<file path="src/rtl/sync_req_arbiter.sv">
// sync_req_arbiter
//   Round-robin arbiter sharing one downstream resource among N_REQ requesters
//   whose request lines are asynchronous to clk. Each line is synchronized,
//   rising edges latch pending requests, and one pending requester at a time
//   is offered a grant (valid/ready), then held until the resource reports done.
//
// Parameters
//   N_REQ          number of requesters (2..16)
//   SYNC_STAGES    synchronizer depth per request line (>= 2)
//   TIMEOUT_CYCLES WAIT_DONE watchdog limit, only used with ARB_TIMEOUT_EN
//
// Ports
//   clk          in   single clock, rising edge
//   reset        in   asynchronous, active-high
//   req_async    in   [N_REQ]  asynchronous request lines, one rising edge = one request
//   grant_valid  out  grant offered on grant_id
//   grant_id     out  [$clog2(N_REQ)] index of the granted requester
//   grant_ready  in   resource accepts the offered grant
//   done         in   resource finished serving the accepted grant
//   busy         out  high in GRANT and WAIT_DONE
//   overrun      out  one-cycle pulse: new edge for an already-pending requester
//   timeout      out  one-cycle pulse: watchdog abort (0 unless ARB_TIMEOUT_EN)
//
// Build option
//   ARB_TIMEOUT_EN  when defined, a watchdog aborts WAIT_DONE after
//                   TIMEOUT_CYCLES cycles without done.
//
// States
//   IDLE      | no service in progress; picks the next pending requester
//   GRANT     | grant_valid offered, waiting for grant_ready
//   WAIT_DONE | grant accepted, waiting for done (or watchdog)

module sync_req_arbiter #(
  parameter int N_REQ          = 4,
  parameter int SYNC_STAGES    = 2,
  parameter int TIMEOUT_CYCLES = 255
) (
  input  logic                     clk,
  input  logic                     reset,
  input  logic [N_REQ-1:0]         req_async,
  output logic                     grant_valid,
  output logic [$clog2(N_REQ)-1:0] grant_id,
  input  logic                     grant_ready,
  input  logic                     done,
  output logic                     busy,
  output logic                     overrun,
  output logic                     timeout
);

  localparam int ID_W  = $clog2(N_REQ);
  localparam int IDX_W = ID_W + 1;

  generate
    if (N_REQ < 2 || N_REQ > 16) begin : g_bad_n_req
      $error("sync_req_arbiter: N_REQ must be 2..16");
    end
    if (SYNC_STAGES < 2) begin : g_bad_sync
      $error("sync_req_arbiter: SYNC_STAGES must be at least 2");
    end
    if (TIMEOUT_CYCLES < 1 || TIMEOUT_CYCLES > 65535) begin : g_bad_timeout
      $error("sync_req_arbiter: TIMEOUT_CYCLES must be 1..65535");
    end
  endgenerate

  typedef enum logic [1:0] {
    IDLE      = 2'd0,
    GRANT     = 2'd1,
    WAIT_DONE = 2'd2
  } state_t;

  state_t state;
  state_t state_nxt;

  logic [N_REQ-1:0] sync_q [SYNC_STAGES];
  logic [N_REQ-1:0] sync;
  logic [N_REQ-1:0] prev;
  logic [N_REQ-1:0] rise;
  logic [N_REQ-1:0] pending;
  logic [N_REQ-1:0] clr_mask;
  logic [N_REQ-1:0] pending_nxt;
  logic             overrun_nxt;
  logic             accept;

  logic [ID_W-1:0]  ptr;
  logic [ID_W-1:0]  sel_id;
  logic             sel_found;
  logic [IDX_W-1:0] scan_idx;
  logic [ID_W-1:0]  grant_id_nxt;
  logic             timeout_nxt;

  // ---------------------------------------------------------------------------
  // Synchronizers and edge detection
  // ---------------------------------------------------------------------------
  always_ff @(posedge clk or posedge reset) begin
    if (reset) begin
      for (int s = 0; s < SYNC_STAGES; s++) begin
        sync_q[s] <= '0;
      end
      prev <= '0;
    end else begin
      sync_q[0] <= req_async;
      for (int s = 1; s < SYNC_STAGES; s++) begin
        sync_q[s] <= sync_q[s-1];
      end
      prev <= sync;
    end
  end

  assign sync = sync_q[SYNC_STAGES-1];
  // prev resets to 0, so a line already high when reset releases counts as one edge.
  assign rise = sync & ~prev;

  // ---------------------------------------------------------------------------
  // Pending requests
  // ---------------------------------------------------------------------------
  assign grant_valid = (state == GRANT);
  assign busy        = (state == GRANT) || (state == WAIT_DONE);
  assign accept      = grant_valid & grant_ready;

  always_comb begin
    clr_mask = '0;
    if (accept) begin
      clr_mask[grant_id] = 1'b1;
    end
  end

  // Set wins over clear: an edge arriving in the acceptance cycle stays pending
  // for a later service instead of being lost.
  assign pending_nxt = (pending & ~clr_mask) | rise;
  assign overrun_nxt = |(rise & pending & ~clr_mask);

  always_ff @(posedge clk or posedge reset) begin
    if (reset) begin
      pending <= '0;
      overrun <= 1'b0;
    end else begin
      pending <= pending_nxt;
      overrun <= overrun_nxt;
    end
  end

  // ---------------------------------------------------------------------------
  // Round-robin selection: first pending index scanning ptr, ptr+1, ... mod N_REQ
  // ---------------------------------------------------------------------------
  always_comb begin
    sel_found = 1'b0;
    sel_id    = '0;
    scan_idx  = '0;
    for (int off = 0; off < N_REQ; off++) begin
      // ptr + off never exceeds 2*N_REQ-2, which fits in IDX_W bits.
      scan_idx = {1'b0, ptr} + IDX_W'(off);
      if (scan_idx >= IDX_W'(N_REQ)) begin
        scan_idx = scan_idx - IDX_W'(N_REQ);
      end
      if (!sel_found && pending[scan_idx[ID_W-1:0]]) begin
        sel_found = 1'b1;
        sel_id    = scan_idx[ID_W-1:0];
      end
    end
  end

  always_ff @(posedge clk or posedge reset) begin
    if (reset) begin
      ptr <= '0;
    end else if (accept) begin
      if (grant_id == ID_W'(N_REQ - 1)) begin
        ptr <= '0;
      end else begin
        ptr <= grant_id + ID_W'(1);
      end
    end
  end

  // ---------------------------------------------------------------------------
  // WAIT_DONE watchdog
  // ---------------------------------------------------------------------------
`ifdef ARB_TIMEOUT_EN
  localparam int CNT_RAW = $clog2(TIMEOUT_CYCLES + 1);
  localparam int CNT_W   = (CNT_RAW < 8) ? 8 : ((CNT_RAW > 16) ? 16 : CNT_RAW);
  localparam logic [CNT_W-1:0] CNT_LAST = CNT_W'(TIMEOUT_CYCLES - 1);

  logic [CNT_W-1:0] wd_cnt;
  logic             wd_expired;

  // Counter holds the number of completed WAIT_DONE cycles; the abort edge is
  // the TIMEOUT_CYCLES-th edge after entry.
  always_ff @(posedge clk or posedge reset) begin
    if (reset) begin
      wd_cnt <= '0;
    end else if (accept) begin
      wd_cnt <= '0;
    end else if (state == WAIT_DONE) begin
      wd_cnt <= wd_cnt + CNT_W'(1);
    end
  end

  assign wd_expired = (state == WAIT_DONE) && (wd_cnt == CNT_LAST);
`endif

  // ---------------------------------------------------------------------------
  // FSM
  // ---------------------------------------------------------------------------
  always_ff @(posedge clk or posedge reset) begin
    if (reset) begin
      state    <= IDLE;
      grant_id <= '0;
    end else begin
      state    <= state_nxt;
      grant_id <= grant_id_nxt;
    end
  end

  always_comb begin
    state_nxt    = state;
    grant_id_nxt = grant_id;
    timeout_nxt  = 1'b0;
    case (state)
      IDLE: begin
        if (sel_found) begin
          grant_id_nxt = sel_id;
          state_nxt    = GRANT;
        end
      end
      GRANT: begin
        if (grant_ready) begin
          state_nxt = WAIT_DONE;
        end
      end
      WAIT_DONE: begin
        if (done) begin
          state_nxt = IDLE;
        end
`ifdef ARB_TIMEOUT_EN
        else if (wd_expired) begin
          state_nxt   = IDLE;
          timeout_nxt = 1'b1;
        end
`endif
      end
      default: begin
        state_nxt = IDLE;
      end
    endcase
  end

`ifdef ARB_TIMEOUT_EN
  always_ff @(posedge clk or posedge reset) begin
    if (reset) begin
      timeout <= 1'b0;
    end else begin
      timeout <= timeout_nxt;
    end
  end
`else
  // No watchdog: the abort request never fires, WAIT_DONE waits for done.
  assign timeout = timeout_nxt;
`endif

endmodule

</file>
<file path="config.mk">
export PLATFORM = sky130hd
export DESIGN_NAME = sync_req_arbiter
export DESIGN_NICKNAME = d
export VERILOG_FILES = /design/src/rtl/sync_req_arbiter.sv
export SDC_FILE = /design/constraint.sdc
export NUM_CORES = 1
export LEC_CHECK = 0
export ABC_AREA = 1
export BUFFER_PORTS_ARGS = -buffer_cell sky130_fd_sc_hd__buf_2
export CORE_MARGIN = 3
export CORE_UTILIZATION = 55
export CTS_CLUSTER_DIAMETER = 200
export DETAILED_ROUTE_END_ITERATION = 8
export MAX_ROUTING_LAYER = met4
export PLACE_DENSITY = 0.83
export SETUP_SLACK_MARGIN = 0.2
export SLEW_MARGIN = 20
export SYNTH_ARGS = -nofsm -noshare
export SYNTH_HDL_FRONTEND = slang
export SYNTH_SLANG_ARGS = --single-unit
</file>
<file path="constraint.sdc">
create_clock -name clk -period 2.07 [get_ports clk]
set_clock_uncertainty 0.15 [all_clocks]
set_input_delay 0.414 -clock clk [delete_from_list [all_inputs] [get_ports clk]]
set_output_delay 0.414 -clock clk [all_outputs]
set_load 0.03 [all_outputs]
</file>
---- Yosys cells after proc, flatten, opt, wreduce, memory -nomap -nowiden ----
Index checks and enable logic that the tools add are counted.
word-level totals
  bits in registers ....................... 23
  bits of input ports ..................... 8
  output and inout bits ................... 6
operators by class
  $add $sub $neg .......................... 8
  order comparisons ....................... 10
  eq/ne operators ......................... 6
  multiplexer cells ....................... 28
  bitwise logic cells ..................... 8
  reductions and logical operators ........ 12
operator list
  cell                                                                                 number
  2-bit 2-to-1 mux                                                                     12
  4-bit bitwise AND                                                                    4
  2-bit by 3-bit < comparator with 1-bit output, second input constant                 5
  3-bit greater-or-equal comparator, second input constant                             3
  1-bit 2-to-1 mux                                                                     9
  1-bit binary-select mux with 2-bit select                                            4
  4-bit inverter                                                                       2
  2-bit by 1-bit subtractor with 2-bit output, second input constant                   4
  2-bit by 2-bit adder with 3-bit output, second input constant                        2
  2-bit case mux with 3 select lines                                                   1
  2-bit == test, second input constant                                                 2
  1-bit logical AND                                                                    4
  4-bit 2-to-1 mux                                                                     1
  2-bit != test, second input constant                                                 2
  4-bit OR                                                                             1
  4-bit OR reduction                                                                   1
  2-bit by 1-bit adder with 3-bit output, second input constant                        1
  2-bit by 3-bit greater-or-equal comparator with 1-bit output, second input constant  1
  1-bit logical NOT                                                                    3
  3-bit AND reduction                                                                  1
  2-bit by 1-bit adder with 2-bit output, second input constant                        1
  1-bit demux with 2-bit select                                                        1
  2-bit by 1-bit == test with 1-bit output, second input constant                      1
  2-bit by 1-bit greater-or-equal comparator with 1-bit output, second input constant  1
  5 further kinds                                                                      5

---- Logic depth before layout (Yosys ltp) ----
  word-level depth ........................ 16
  gate-level depth with buffers ........... 12

---- Least setup slack after synthesis ----
Ideal clock, no wire load.
  path type ............................... register to register
  from .................................... reg state[1]
  to ...................................... reg overrun
  setup time .............................. 0.141 ns
  data arrival time ....................... 1.416 ns
  required time ........................... 1.779 ns
  slack ................................... 0.363 ns
  cell stages (with the launch flop) ...... 9
  buffers on the path ..................... 0
  clock period less this slack ............ 1.707 ns
  cells stage by stage .................... dfrtp_1 inv_1 ha_1 nand2_1 inv_1 nand2_1 nand4_1 o21a_1 o221ai_1
between the ends
  cells in the longest elaborated chain, start to end .. 6
ends and longest elaborated chain
  what                                      RTL line  RTL
  start, declared                           71        state_t state;
  start signal, assigned                    208       state <= state_nxt;
  2-bit by 1-bit == test with 1-bit output  116       assign grant_valid = (state == GRANT);
  named net grant_valid                     41        output logic grant_valid,
  1-bit bitwise AND                         118       assign accept = grant_valid & grant_ready;
  4-bit 2-to-1 mux                          122       if (accept) begin
  4-bit inverter                            130       assign overrun_nxt = |(rise & pending & ~clr_mask);
  4-bit bitwise AND                         130
  4-bit OR reduction                        130
  named net overrun_nxt                     81        logic overrun_nxt;
  end signal, assigned                      138       overrun <= overrun_nxt;
  end, declared                             46        output logic overrun,
The timed path passes the listed nets, and every way through them passes these cells.
A chain may end at the register's enable or synchronous reset.

---- Worst setup path after layout ----
  from .................................... reg state[1]
  to ...................................... out busy
between the ends
  cells in the longest elaborated chain, start to end .. 2
ends and longest elaborated chain
  what                                                                              RTL line  RTL
  2-bit by 1-bit == test with 1-bit output / 2-bit == test (equally long branches)  117       assign busy = (state == GRANT) || (state == WAIT_DONE);
  1-bit logical OR *                                                                117
  end, declared                                                                     45        output logic busy,
Mark *: on every way between the ends. The rest lies on a longest branch, timed or not.

==> impl_metrics.env <==
export IMPL_status="finished clean"
export IMPL_cp_end_kind="output port"
export IMPL_cp_data_required_time_ns=1.51
export IMPL_cts_root_buf="clkbuf_4"
export IMPL_drc=0
export IMPL_timing_critical_path_arrival_ns=1.26
export IMPL_grt_pass1_wl_um=4160
export IMPL_dieWidth_um=54.0
export IMPL_power_density_nw_per_um2=1440
export IMPL_grt_max_degree=24
export IMPL_final_common_cell="nand2_1"
export IMPL_path_clk_slew_ns=0.13
export IMPL_gp_congestion=0.969
export IMPL_ant_nets=0
export IMPL_startpoint_type="flip-flop"
export IMPL_antenna_cells=0
export IMPL_hold_end="sync_q[6]"
export IMPL_r2r_end="grant_id[1]"
export IMPL_viasPerCell=5.07
export IMPL_use_met1_pct=25.6
export IMPL_final_cells=201
export IMPL_grt_use_met3_pct=3.60
export IMPL_synth_seq_cells=23
export IMPL_syn_area_per_cell_um2=8.13
export IMPL_gr_usage_all_layers_pct=20.5
export IMPL_clockBufferDepth=2
export IMPL_cts_sinks=23
export IMPL_synth_distinct_cells=22
export IMPL_finalInstanceArea_um2=1420
export IMPL_ff2ff_setup_slack_ns=0.41
export IMPL_most_common_layout_cells="58 x nand2_1, 22 x dfrtp_1, 20 x inv_1, 11 x buf_2"
export IMPL_syn_nets=173
export IMPL_hold_viol_final=0
export IMPL_finalCriticalPeriod_ns=1.82
export IMPL_yosysSeqAreaShare_pct=45.4
export IMPL_dieArea_um2=2920
export IMPL_synth_warnings=0
export IMPL_antenna_found_initial=0
export IMPL_vias=1020
export IMPL_reg2reg_from="ptr[0]"
export IMPL_io_pins=14
export IMPL_period_share_pct=88.0
export IMPL_leakagePower_nw=0.787
export IMPL_ir_drop_mv=1.32
export IMPL_worst_setup_path_type="flip-flop to output port"
export IMPL_globalRouteOverflowTotal=0
export IMPL_drt_iter0_markers=18
export IMPL_placed_cells=193
export IMPL_hpwl_um=1730
export IMPL_portBuffers=12
export IMPL_cts_buffers=3
export IMPL_reg2reg_depth=10
export IMPL_dr_pass1_iters=4
export IMPL_worstPathMaxFanout=4
export IMPL_fin_nets=192
export IMPL_die_h_um=54.0
export IMPL_fin_setup_tns_ns=0
export IMPL_core_um2=2060
export IMPL_final_setup_viol_count=0
export IMPL_wl_um=2350
export IMPL_wl_per_cell_um=11.7
export IMPL_synthCells=156
export IMPL_grt_busiest_layer="met2"
export IMPL_min_from="req_async[2]"
export IMPL_dpl_instance_area_um2=1340
export IMPL_grt_pass1_vias=969
export IMPL_cts_tree="done"
export IMPL_crit_start="state[1]"
export IMPL_fillCellCount=158
export IMPL_clk_latency_ns=0.31
export IMPL_area_delta_synth_final_pct=11.5
export IMPL_post_route_util_pct=68.6
export IMPL_met2_usage_pct=32.3
export IMPL_htreeDepth=1
export IMPL_start_util_pct=61.5
export IMPL_hold_depth=1
export IMPL_fmax_mhz=549
export IMPL_final_layout_size_suffix_gt1_share_pct=23.0
export IMPL_hold_path_class="primary input to flip-flop"
export IMPL_rsz0062_at_grt="true"
export IMPL_finalMaxSlewViolations=0
export IMPL_num_rows=16
export IMPL_whs_ns=0.0421
export IMPL_max_cap_violations=0
export IMPL_syn_area_um2=1270
==> layer usage <==
layer	up-vias	share of wire, %
met5	-	0
li1	511	-
met2	27	48
met1	476	46
met3	6	4.2
met4	0	2.0
==> critical path, cell delays in order (launching register included) <==
cell     delay (ns)
dfrtp_1        0.41
inv_2          0.08
ha_1           0.27
buf_2          0.19
==> how the worst max path moves through the flow <==
stage,end,cells past startpoint
finish,busy,3
global placement,grant_id[0],11
CTS,busy,3
floorplan,overrun,8
global route,busy,3
detailed placement,grant_id[1],11
==> cells by family (layout without fill, tap and decap cells) <==
kind of cell	Yosys count	count (layout)	share of synthesized area, %
flops	23	23	45.4
compound gates	10	10	4.54
buf+inv	26	44	8.88
simple gates	87	87	32.1
fa+ha+maj	9	9	8.88
other cells	1	1	0.296
==> timing repair <==
| action | CTS | global route |
|---|---|---|
| setup endpoints to repair | 1 | 6 |
| setup buffers | 1 | 2 |
| hold endpoints to repair | 23 | 0 |
| resized for setup | 0 | 6 |
| hold buffers | 1 | 0 |
==> sequential cells by signal (all words and copies together), names as in the netlist <==
| register | cells |
|---|---|
| sync | 4 |
| overrun | 1 |
| sync_q | 4 |
| pending | 4 |
| ptr | 2 |
| state | 2 |
| grant_id | 2 |
| prev | 4 |
==> power by group <==
| part | leakage [nW] | internal, W | switching (W) |
|---|---|---|---|
| clock network | 0.0139 | 0.0000738 | 0.000136 |
| registers | 0.262 | 0.000548 | 0.000131 |
| logic | 0.511 | 0.000388 | 0.000759 |
| total | 0.787 | 0.00101 | 0.00103 |
==> cell type report <==
type | instances | area, um2 | area share, %
timing repair buffer | 17 | 103 | 7.25
clock inverter | 1 | 7.51 | 0.531
multi-input combinational | 107 | 583 | 41.2
clock buffer | 3 | 22.5 | 1.59
sequential | 23 | 577 | 40.8
tap | 27 | 33.8 | 2.39
inverter | 23 | 88.8 | 6.28
==> Yosys cell counts <==
cell / instances / share of area, %
nand2_1: 58 / 17
dfrtp_1: 23 / 45
inv_1: 21 / 6.2
nand2_2: 10 / 4.9
nand3_1: 10 / 3.9
ha_1: 9 / 8.9
o21ai_0: 5 / 2.0
buf_4: 2 / 1.2
inv_2: 2 / 0.59
nand2_4: 2 / 1.8
nand4_1: 2 / 0.99
nor2_1: 2 / 0.59
a21oi_1: 1 / 0.39
buf_6: 1 / 0.89
conb_1: 1 / 0.30
nand3_2: 1 / 0.79
nand4_2: 1 / 0.99
nor2_4: 1 / 0.89
o21a_1: 1 / 0.59
o21ai_1: 1 / 0.39
o221ai_1: 1 / 0.69
o22ai_1: 1 / 0.49
==> through the flow <==
stage               power (W)  worst slack (ns)
finish                0.00204             0.247
global route          0.00223             0.183
CTS                   0.00199             0.214
detailed placement    0.00176             0.280
global placement      0.00172             0.374
floorplan             0.00157             0.363
Power figures use the tool's default switching activity.
